## config.mk

```make
export PLATFORM = sky130hd
export DESIGN_NAME = commit_ctrl_flat
export DESIGN_NICKNAME = d
export VERILOG_FILES = /design/src/rtl/commit_if.sv /design/src/rtl/commit_ctrl.sv /design/src/flat_wrapper.sv
export SDC_FILE = /design/constraint.sdc
export NUM_CORES = 1
export LEC_CHECK = 0
export CAP_MARGIN = 20
export CORE_MARGIN = 5
export CORE_UTILIZATION = 30
export CTS_CLUSTER_SIZE = 25
export DETAILED_ROUTE_END_ITERATION = 10
export GPL_TIMING_DRIVEN = 1
export PLACE_DENSITY = 0.73
export SYNTH_ARGS = -nofsm -noshare
export SYNTH_HDL_FRONTEND = slang
export SYNTH_SLANG_ARGS = --single-unit
```

## constraint.sdc

```tcl
create_clock -name clk -period 4.4 [get_ports clk]
set_clock_uncertainty 0.15 [all_clocks]
set_input_delay 0.88 -clock clk [delete_from_list [all_inputs] [get_ports clk]]
set_output_delay 0.88 -clock clk [all_outputs]
set_load 0.05 [all_outputs]
```

## src/rtl/commit_if.sv

```systemverilog
// Head-of-ROB to commit-controller bundle: ROB head fields in, commit/rollback, store,
// redirect and stall strobes out.
interface commit_if #(
    parameter int unsigned ROB_ID_W  = 4,
    parameter int unsigned REG_POS_W = 5,
    parameter int unsigned DATA_W    = 32
);
    logic                 head_valid_in;
    logic                 head_ready_in;
    logic [ROB_ID_W-1:0]  head_rob_id_in;
    logic [1:0]           head_type_in;
    logic [REG_POS_W-1:0] head_rd_in;
    logic [DATA_W-1:0]    head_value_in;
    logic                 head_mispredict_in;
    logic [DATA_W-1:0]    head_target_pc_in;
    logic                 store_done_in;

    logic                 pop_out;
    logic                 commit_sign_out;
    logic [REG_POS_W-1:0] rd_out;
    logic [DATA_W-1:0]    V_out;
    logic [ROB_ID_W-1:0]  Q_out;
    logic                 rollback_sign_out;
    logic                 store_req_out;
    logic                 redirect_valid_out;
    logic [DATA_W-1:0]    redirect_pc_out;
    logic                 stall_dispatch_out;
    logic [31:0]          commit_count_out;

    modport master (
        input  head_valid_in, head_ready_in, head_rob_id_in, head_type_in, head_rd_in,
               head_value_in, head_mispredict_in, head_target_pc_in, store_done_in,
        output pop_out, commit_sign_out, rd_out, V_out, Q_out, rollback_sign_out,
               store_req_out, redirect_valid_out, redirect_pc_out, stall_dispatch_out,
               commit_count_out
    );

    modport slave (
        output head_valid_in, head_ready_in, head_rob_id_in, head_type_in, head_rd_in,
               head_value_in, head_mispredict_in, head_target_pc_in, store_done_in,
        input  pop_out, commit_sign_out, rd_out, V_out, Q_out, rollback_sign_out,
               store_req_out, redirect_valid_out, redirect_pc_out, stall_dispatch_out,
               commit_count_out
    );
endinterface

```

## src/rtl/commit_ctrl.sv

```systemverilog
// In-order retirement sequencer: commits the ROB head, holds stores until the LSB acks,
// and turns a mispredicted branch into a rollback pulse plus a fixed dispatch stall.
module commit_ctrl #(
    parameter int unsigned ROB_ID_W     = 4,
    parameter int unsigned REG_POS_W    = 5,
    parameter int unsigned DATA_W       = 32,
    parameter int unsigned FLUSH_CYCLES = 2
) (
    input logic      clk,
    input logic      rst,
    commit_if.master bus
);
    localparam int unsigned CNT_W = (FLUSH_CYCLES < 2) ? 1 : $clog2(FLUSH_CYCLES + 1);

    typedef enum logic [1:0] {StCommit, StWaitStore, StFlush} state_e;

    state_e               state_q, state_d;
    logic [CNT_W-1:0]     cnt_q, cnt_d;
    logic [31:0]          count_q, count_d;

    logic                 pop, commit_sign, rollback, store_req, redirect, stall;
    logic [REG_POS_W-1:0] rd;
    logic [DATA_W-1:0]    value;
    logic [ROB_ID_W-1:0]  rob_id;
    logic [DATA_W-1:0]    redirect_pc;

    always_comb begin
        state_d     = state_q;
        cnt_d       = cnt_q;
        pop         = 1'b0;
        commit_sign = 1'b0;
        rollback    = 1'b0;
        store_req   = 1'b0;
        redirect    = 1'b0;
        stall       = 1'b0;
        rd          = '0;
        value       = '0;
        rob_id      = '0;
        redirect_pc = '0;
        if (!rst) begin
            unique case (state_q)
                StCommit: begin
                    if (bus.head_valid_in && bus.head_ready_in) begin
                        unique case (bus.head_type_in)
                            2'b01: state_d = StWaitStore;
                            2'b10: begin
                                commit_sign = 1'b1;
                                rd          = bus.head_rd_in;
                                value       = bus.head_value_in;
                                rob_id      = bus.head_rob_id_in;
                                // Rollback empties the ROB, so the branch itself is not popped.
                                if (bus.head_mispredict_in) begin
                                    rollback    = 1'b1;
                                    redirect    = 1'b1;
                                    redirect_pc = bus.head_target_pc_in;
                                    cnt_d       = CNT_W'(FLUSH_CYCLES);
                                    state_d     = StFlush;
                                end else begin
                                    pop = 1'b1;
                                end
                            end
                            default: begin
                                pop         = 1'b1;
                                commit_sign = 1'b1;
                                rd          = bus.head_rd_in;
                                value       = bus.head_value_in;
                                rob_id      = bus.head_rob_id_in;
                            end
                        endcase
                    end
                end
                StWaitStore: begin
                    store_req = 1'b1;
                    if (bus.store_done_in) begin
                        pop     = 1'b1;
                        state_d = StCommit;
                    end
                end
                StFlush: begin
                    stall = 1'b1;
                    cnt_d = cnt_q - 1'b1;
                    if (cnt_q == CNT_W'(1)) state_d = StCommit;
                end
                default: state_d = StCommit;
            endcase
        end
    end

    // The mispredict link write retires the branch even though it does not pop.
    assign count_d = count_q + {31'd0, pop | commit_sign};

    always_ff @(posedge clk) begin
        if (rst) begin
            state_q <= StCommit;
            cnt_q   <= '0;
            count_q <= '0;
        end else begin
            state_q <= state_d;
            cnt_q   <= cnt_d;
            count_q <= count_d;
        end
    end

    assign bus.pop_out            = pop;
    assign bus.commit_sign_out    = commit_sign;
    assign bus.rd_out             = rd;
    assign bus.V_out              = value;
    assign bus.Q_out              = rob_id;
    assign bus.rollback_sign_out  = rollback;
    assign bus.store_req_out      = store_req;
    assign bus.redirect_valid_out = redirect;
    assign bus.redirect_pc_out    = redirect_pc;
    assign bus.stall_dispatch_out = stall;
    assign bus.commit_count_out   = count_q;
endmodule

```

## src/flat_wrapper.sv

```systemverilog
// flat-port wrapper written by rule: the top's interface ports become plain ports
module commit_ctrl_flat 
#(
    parameter int unsigned ROB_ID_W     = 4,
    parameter int unsigned REG_POS_W    = 5,
    parameter int unsigned DATA_W       = 32,
    parameter int unsigned FLUSH_CYCLES = 2
)
  (clk, rst, bus_head_valid_in, bus_head_ready_in, bus_head_rob_id_in, bus_head_type_in, bus_head_rd_in, bus_head_value_in, bus_head_mispredict_in, bus_head_target_pc_in, bus_store_done_in, bus_pop_out, bus_commit_sign_out, bus_rd_out, bus_V_out, bus_Q_out, bus_rollback_sign_out, bus_store_req_out, bus_redirect_valid_out, bus_redirect_pc_out, bus_stall_dispatch_out, bus_commit_count_out);
  commit_if #(.ROB_ID_W(ROB_ID_W), .REG_POS_W(REG_POS_W), .DATA_W(DATA_W)) bus_i ();
  input logic clk;
  input logic rst;
  input wire logic [$bits(bus_i.head_valid_in)-1:0] bus_head_valid_in;
  input wire logic [$bits(bus_i.head_ready_in)-1:0] bus_head_ready_in;
  input wire logic [$bits(bus_i.head_rob_id_in)-1:0] bus_head_rob_id_in;
  input wire logic [$bits(bus_i.head_type_in)-1:0] bus_head_type_in;
  input wire logic [$bits(bus_i.head_rd_in)-1:0] bus_head_rd_in;
  input wire logic [$bits(bus_i.head_value_in)-1:0] bus_head_value_in;
  input wire logic [$bits(bus_i.head_mispredict_in)-1:0] bus_head_mispredict_in;
  input wire logic [$bits(bus_i.head_target_pc_in)-1:0] bus_head_target_pc_in;
  input wire logic [$bits(bus_i.store_done_in)-1:0] bus_store_done_in;
  output wire logic [$bits(bus_i.pop_out)-1:0] bus_pop_out;
  output wire logic [$bits(bus_i.commit_sign_out)-1:0] bus_commit_sign_out;
  output wire logic [$bits(bus_i.rd_out)-1:0] bus_rd_out;
  output wire logic [$bits(bus_i.V_out)-1:0] bus_V_out;
  output wire logic [$bits(bus_i.Q_out)-1:0] bus_Q_out;
  output wire logic [$bits(bus_i.rollback_sign_out)-1:0] bus_rollback_sign_out;
  output wire logic [$bits(bus_i.store_req_out)-1:0] bus_store_req_out;
  output wire logic [$bits(bus_i.redirect_valid_out)-1:0] bus_redirect_valid_out;
  output wire logic [$bits(bus_i.redirect_pc_out)-1:0] bus_redirect_pc_out;
  output wire logic [$bits(bus_i.stall_dispatch_out)-1:0] bus_stall_dispatch_out;
  output wire logic [$bits(bus_i.commit_count_out)-1:0] bus_commit_count_out;
  assign bus_i.head_valid_in = bus_head_valid_in;
  assign bus_i.head_ready_in = bus_head_ready_in;
  assign bus_i.head_rob_id_in = bus_head_rob_id_in;
  assign bus_i.head_type_in = bus_head_type_in;
  assign bus_i.head_rd_in = bus_head_rd_in;
  assign bus_i.head_value_in = bus_head_value_in;
  assign bus_i.head_mispredict_in = bus_head_mispredict_in;
  assign bus_i.head_target_pc_in = bus_head_target_pc_in;
  assign bus_i.store_done_in = bus_store_done_in;
  assign bus_pop_out = bus_i.pop_out;
  assign bus_commit_sign_out = bus_i.commit_sign_out;
  assign bus_rd_out = bus_i.rd_out;
  assign bus_V_out = bus_i.V_out;
  assign bus_Q_out = bus_i.Q_out;
  assign bus_rollback_sign_out = bus_i.rollback_sign_out;
  assign bus_store_req_out = bus_i.store_req_out;
  assign bus_redirect_valid_out = bus_i.redirect_valid_out;
  assign bus_redirect_pc_out = bus_i.redirect_pc_out;
  assign bus_stall_dispatch_out = bus_i.stall_dispatch_out;
  assign bus_commit_count_out = bus_i.commit_count_out;
  commit_ctrl #(.ROB_ID_W(ROB_ID_W), .REG_POS_W(REG_POS_W), .DATA_W(DATA_W), .FLUSH_CYCLES(FLUSH_CYCLES)) u_core (.clk(clk), .rst(rst), .bus(bus_i));
endmodule
```

==> out/qor.log <==
qor: route.via_count 2,829
qor: critical_path.worstReg2RegEnd u_core.bus.commit_count_out[28]
qor: critical_path.data_required_time_at_the_worst_endpoint 4.47 ns
qor: timing.postLayoutSetupSlackWorst 0.696 ns
qor: clock_tree.cts-buffers-inserted 5
qor: place.dp_wirelength 8.84 mm
qor: grt.global_route.usage.total 0.212
qor: place.pre_cts_slack 0.424 ns
qor: layout.instances_no_fill 575
qor: layout.fin_util 0.703
qor: clock_tree.clkSinkCount 36
qor: grt.grt_first_pass_wirelength 15.9 mm
qor: timing.tightest_slew 0.555 ns
qor: layout.drive_above_1_share 0.210
qor: worst_hold_path.hold-path-endpoint u_core.bus.commit_count_out[31]
qor: pwr.p_leak 1.92 nW
qor: layout.finish.instance_area 0.00515 mm^2
qor: timing.timing.final.hold_violations 0
qor: worst_hold_path.min_from u_core.bus.commit_count_out[31]
qor: route.detail_route.first_pass.iterations 4
qor: die.initial_cell_density_of_the_core 0.310
qor: layout.mostFrequentLayoutCells clkdlybuf4s50_1, and2_1, buf_12
qor: pwr.switchingPower 210 uW
qor: yosys.yosys.area.top_type dfxtp_1
qor: critical_path.worst-r2r-cell-count 9
qor: yosys.synth.distinct_cells 37
qor: yosys.yosys.area.top_type_share 0.317
qor: layout.fillCellCount 555
qor: clock_tree.postCtsHoldBufs 0
qor: pwr.power-per-cell-area 160 mW/mm^2
qor: layout.multi_input_logic_area 0.00147 mm^2
qor: status.run_status finished clean
qor: place.place_area 0.00504 mm^2
qor: place.routability_congestion_estimate_from_global_placement 0.825
qor: yosys.postSynthNetCount 375
qor: yosys.post_synth_main_area_contributors dfxtp_1, and2_1, or4_1, o31ai_1, a21oi_1
qor: route.route.detailed.drc 0
qor: yosys.yosys_register_bits 36
qor: place.dp_cells 567
qor: die.fp-row-count 31
qor: route.routed_wirelength 10.3 mm
qor: layout.layout.area.seq 721 um^2
qor: clock_tree.postCtsSetupBuffers 0
qor: clock_tree.clk_root_buffer_cell clkbuf_8
qor: job.max_cap_viols 0
qor: yosys.syn_area_per_cell 7.88 um^2
qor: route.drtIter0Drc 117
qor: critical_path.reg2reg_from u_core.state_q[1]
qor: critical_path.critPathCaptureType flop
qor: worst_hold_path.worstHoldPathType flop to flop
qor: timing.grt_setup_unrepaired no
qor: timing.period_share 0.842
qor: timing.finalSetupViolCount 0
qor: grt.vias_in_the_first_global_route 2,924
qor: layout.insertedDiodeCount 0
qor: timing.drv_slew 0
qor: die.die-height 97.1 um
qor: grt.grt_start_max_net_pins 43
qor: critical_path.timing.setup.critical_path_class primary input to flop
qor: route.avg_wl_per_cell 17.9 um
qor: pwr.power.share.combinational 0.249
qor: clock_tree.cts_tree done
qor: yosys.yosysSeqAreaShare 0.317
qor: die.design.die.area 0.00943 mm^2
qor: route.post_drt_via_cell_ratio 4.92
qor: worst_hold_path.hold_depth 2
qor: clock_tree.cts_resized 0
qor: yosys.synth.cell_area 0.00228 mm^2
qor: clock_tree.worstSkewPairLatency 0.29 ns
qor: critical_path.timing.critical_path.from_type primary input
qor: timing.max_freq 270 MHz
qor: die.floorplan.io_pins 192
qor: clock_tree.cts_htree_levels 2
qor: die.floorplan.core_area 0.00733 mm^2
qor: place.count_of_input_and_output_buffers 191
qor: critical_path.timing.reg2reg.setup_slack 1.34 ns
qor: pwr.power_report.internal_total 614 uW
qor: yosys.yosysWarningCount 0
qor: layout.mostFrequentLayoutCell clkdlybuf4s50_1
qor: pwr.clock_power_share 0.350
qor: timing.timing.max_slew.rel_slack 0.629
qor: grt.antenna_found_initial 1
qor: route.drtAntennaViolNets 0
qor: clock_tree.cts.clk_slew.worst_paths 0.07 ns
qor: pwr.worst_ir_drop_vdd 0.0000985 V
qor: yosys.synthesized_netlist_cell_count 289
qor: die.die-width 97.1 um
qor: timing.fin_setup_tns 0 ns
qor: grt.remaining_global_route_overflow 0
qor: pwr.p_total 824 uW
qor: pwr.seq_power_share 0.401
qor: clock_tree.clockBufferDepth 2
qor: timing.final.hold.worst_slack 0.328 ns
qor: layout.final_nets 561
qor: timing.min_period 3.70 ns
qor: pwr.switching_share 0.255
qor: critical_path.timing.critical_path.arrival 3.78 ns
qor: critical_path.worst-path-max-fanout 8
qor: layout.area_growth 126%
==> cell usage after synthesis (all sizes together) <==
master	n
a211oi	1
a21oi	18
a32o	1
a41oi	1
and2	76
and4	4
buf	5
clkbuf	12
clkinv	1
dfxtp	36
ha	5
inv	6
mux2	2
nand2	13
nand2b	3
nand3	9
nand4	8
nand4bb	1
nor2	23
nor2b	4
nor3	6
nor4b	1
nor4bb	1
o21ai	4
o31ai	14
o32a	1
or2	1
or3	5
or4	16
xnor2	4
xor2	7
==> flip-flops by register name (all words and copies together) (netlist names) <==
signal / cells
u_core.state_q: 2
u_core.cnt_q: 2
u_core.bus.commit_count_out: 32
==> power by group through the flow <==
stage / combinational (mW) / sequential, mW / clock (mW)
after floorplan: 0.0681 / 0.342 / 0
after global placement: 0.204 / 0.338 / 0
after detailed placement: 0.206 / 0.338 / 0
after CTS: 0.207 / 0.330 / 0.292
after global routing: 0.215 / 0.330 / 0.304
final: 0.205 / 0.330 / 0.289
==> worst max-delay path, stage by stage <==
cell	delay [ns]
clkdlybuf4s50_1	0.49
inv_1	0.05
ha_1	0.24
nand2_1	0.12
a32o_1	0.21
or2_2	0.13
ha_1	0.24
nand2_1	0.10
or4_1	0.65
or4_1	0.51
a21oi_1	0.17
==> cell type report <==
class | instances | area share
clock inverters | 2 | 0.00680
repair buffers | 196 | 0.525
clock buffers | 6 | 0.0141
well taps | 99 | 0.0241
inverters | 7 | 0.00510
flip-flops and latches | 36 | 0.140
multi-input cells | 229 | 0.285
==> layer usage <==
metal,GRT usage,vias to the layer above,part of all wire
met3,0.102,22,0.10
li1,-,1374,-
met2,0.375,119,0.50
met5,0,-,0.0019
met1,0.220,1312,0.37
met4,0.0659,2,0.025
==> worst max path at each step <==
stage                     slack (ns)                         endpoint  cells past startpoint                start
after global routing            0.56  u_core.bus.commit_count_out[28]                     10    bus_head_valid_in
after CTS                       0.70          bus_redirect_pc_out[23]                      7                  rst
after floorplan                 0.31  u_core.bus.commit_count_out[28]                      9                  rst
final                           0.70  u_core.bus.commit_count_out[28]                     11  bus_head_type_in[0]
after global placement          0.54  u_core.bus.commit_count_out[31]                     11  bus_head_type_in[0]
after detailed placement        0.42  u_core.bus.commit_count_out[28]                     11  bus_head_type_in[0]
==> cells by family after synthesis <==
logic type,count (synthesis),synth area share
flops,36,0.317
simple gates,171,0.451
compound gates,40,0.111
buf+inv,24,0.0423
fa+ha+maj,5,0.0275
mux,2,0.00989
xor+xnor,11,0.0423
Power figures use the tool's default switching activity.
==> edit: new RTL, same settings <==
Re-encode `state_e` (3 states) as one-hot, 3 bits wide.
--- a/src/rtl/commit_ctrl.sv
+++ b/src/rtl/commit_ctrl.sv
@@ -12,7 +12,7 @@
 );
     localparam int unsigned CNT_W = (FLUSH_CYCLES < 2) ? 1 : $clog2(FLUSH_CYCLES + 1);
 
-    typedef enum logic [1:0] {StCommit, StWaitStore, StFlush} state_e;
+    typedef enum logic [2:0] {StCommit = 3'b001, StWaitStore = 3'b010, StFlush = 3'b100} state_e;
 
     state_e               state_q, state_d;
     logic [CNT_W-1:0]     cnt_q, cnt_d;
Check against the original RTL: same outputs for any inputs over 10 cycles, from zero or initial values and one cycle with rst high; not proved beyond that.
==> edit against the original RTL <==
Count of clock-buffer cells in the layout decreased by 1; routed wire length decreased by 5.1%; area after synthesis increased by 1.2%; first-iteration DRC count increased by 26%; final area increased by 1.3%; sequential power increased by 2%; power increased by 8.1%; sequential cell count increased by 1; sequential share of layout area increased by 0.21 points; worst setup slack got worse by 0.34 ns; largest power group is now the clock network; highest routed layer is now met4.
==> edit: results <==
export IMPL_status="completed"
export IMPL_yosys_warnings=0
export IMPL_p_leak_nw=1.925
export IMPL_cts_htree_levels=2
export IMPL_number_of_nets_produced_by_synthesis=378
export IMPL_antenna_found_initial=0
export IMPL_post_route_cells_drive_above_1_share_pct=22.55
export IMPL_yosys_top_cells_count="74 x and2_1, 37 x dfxtp_1, 21 x a21oi_1"
export IMPL_grt_pass1_vias=2899
export IMPL_synth_seq_area_share_pct=32.16
export IMPL_netlist_cell_type_count=39
export IMPL_crit_path_max_fanout=17
export IMPL_postPlaceCellArea_mm2=0.005081
export IMPL_routability_driven_placement_congestion_ratio=0.8302
export IMPL_endpoint_of_the_most_critical_register_to_register_path="u_core.bus.commit_count_out[18]"
export IMPL_routedWlPerCell_um=16.77
export IMPL_slew_headroom_pct=63.15
export IMPL_drtPass1Iterations=5
export IMPL_clk_pin_slew_worst_paths_ns=0.08
export IMPL_reg2reg_from="u_core.state_q[0]"
export IMPL_nNetsFinal=564
export IMPL_crit_path_max_incr_delay_ns=0.52
export IMPL_rr_worst_depth=11
export IMPL_ys_async_sr_fraction_pct=0
export IMPL_vias=2821
export IMPL_power_ir_vdd_worst_mv=0.1055
export IMPL_dr_first_iter_drc_count=147
export IMPL_grt_pass1_wl_um=15280
export IMPL_n_fill_cell=601
export IMPL_minimum_setup_slack_among_reg_to_reg_paths_ns=0.85
export IMPL_dp_hpwl_um=8296
export IMPL_global_route_usage_total_pct=20.01
export IMPL_swShare_pct=23.71
export IMPL_cts_root_buffer="clkbuf_8"
export IMPL_worst_ep_arrival_time_ns=4.12
export IMPL_yosys_top_cells_area="dfxtp_1 32%, and2_1 20%, or4_1 4.9%"
edit: cell types whose count changed after synthesis, sizes merged, moves of 3 or more:
cell	delta
o21ai	+3
a21oi	+3
nor2	-6
or2	+3
inv	+3
edit: how the worst min path moves through the flow:
stage | start | to | depth (start not counted)
final | u_core.cnt_q[0] | u_core.cnt_q[0] | 2
after global routing | u_core.cnt_q[0] | u_core.cnt_q[0] | 2
after CTS | u_core.bus.commit_count_out[31] | u_core.bus.commit_count_out[31] | 2
after detailed placement | u_core.bus.commit_count_out[31] | u_core.bus.commit_count_out[31] | 2
after global placement | u_core.bus.commit_count_out[31] | u_core.bus.commit_count_out[31] | 2
after floorplan | u_core.cnt_q[1] | u_core.cnt_q[1] | 2
edit: logic make-up (layout without fill, tap and decap cells):
family	Yosys count	in the layout	share of synthesized area [%]
fa+ha+maj	5	5	2.716
flops	37	37	32.16
xor+xnor	11	11	4.182
simple gates	165	165	43.67
compound gates	45	45	11.95
buf+inv	29	216	5.323
edit: worst reg2reg max path, stage by stage, from the launching register on:
cell and delay (ns):
dfxtp_1 0.38, or3b_2 0.52, or2_2 0.30, a21oi_2 0.13
or2_2 0.12, ha_1 0.19, ha_1 0.21, nand3_2 0.09
or4_1 0.50, buf_4 0.20, or4_1 0.52, a21oi_1 0.16
edit: area by class of cell:
cell class                 instances  area [um^2]  area share (%)
tap                              102        127.6           2.447
inverter                           9        33.78          0.6478
clock buffer                       5        68.82           1.320
multi-input combinational        226         1454           27.88
clock inverter                     3        65.06           1.248
timing repair buffer             199         2725           52.26
sequential                        37        740.7           14.20
edit: per-stage QoR:
| stage | setup slack (ns) | hold WS, ns | cells | utilization, % |
|---|---|---|---|---|
| 2_1_floorplan | 0.1899 | 0.3010 | 292 | - |
| 3_3_place_gp | 0.1097 | 0.3121 | 573 | 66.79 |
| 3_5_place_dp | 0.05798 | 0.3295 | 573 | 66.79 |
| 4_1_cts | 0.3652 | 0.3405 | 581 | 68.55 |
| 5_1_grt | 0.1698 | 0.3692 | 581 | 68.55 |
| 6_report | 0.3522 | 0.3417 | 581 | 68.55 |
edit: power by group through the flow:
stage               Clock (mW)  Sequential (mW)  Combinational (mW)
global placement             0            0.346               0.202
global route             0.367            0.339               0.214
floorplan                    0            0.350              0.0675
finish                   0.349            0.338               0.203
detailed placement           0            0.346               0.205
CTS                      0.355            0.338               0.205
edit: routing by layer:
metal / vias to the layer above / routed length [um] / track usage, %
met5: - / 0 / 0
met1: 1318 / 3516 / 20.92
met4: 0 / 137 / 4.579
met2: 114 / 5167 / 37.16
li1: 1380 / - / -
met3: 9 / 924 / 8.184
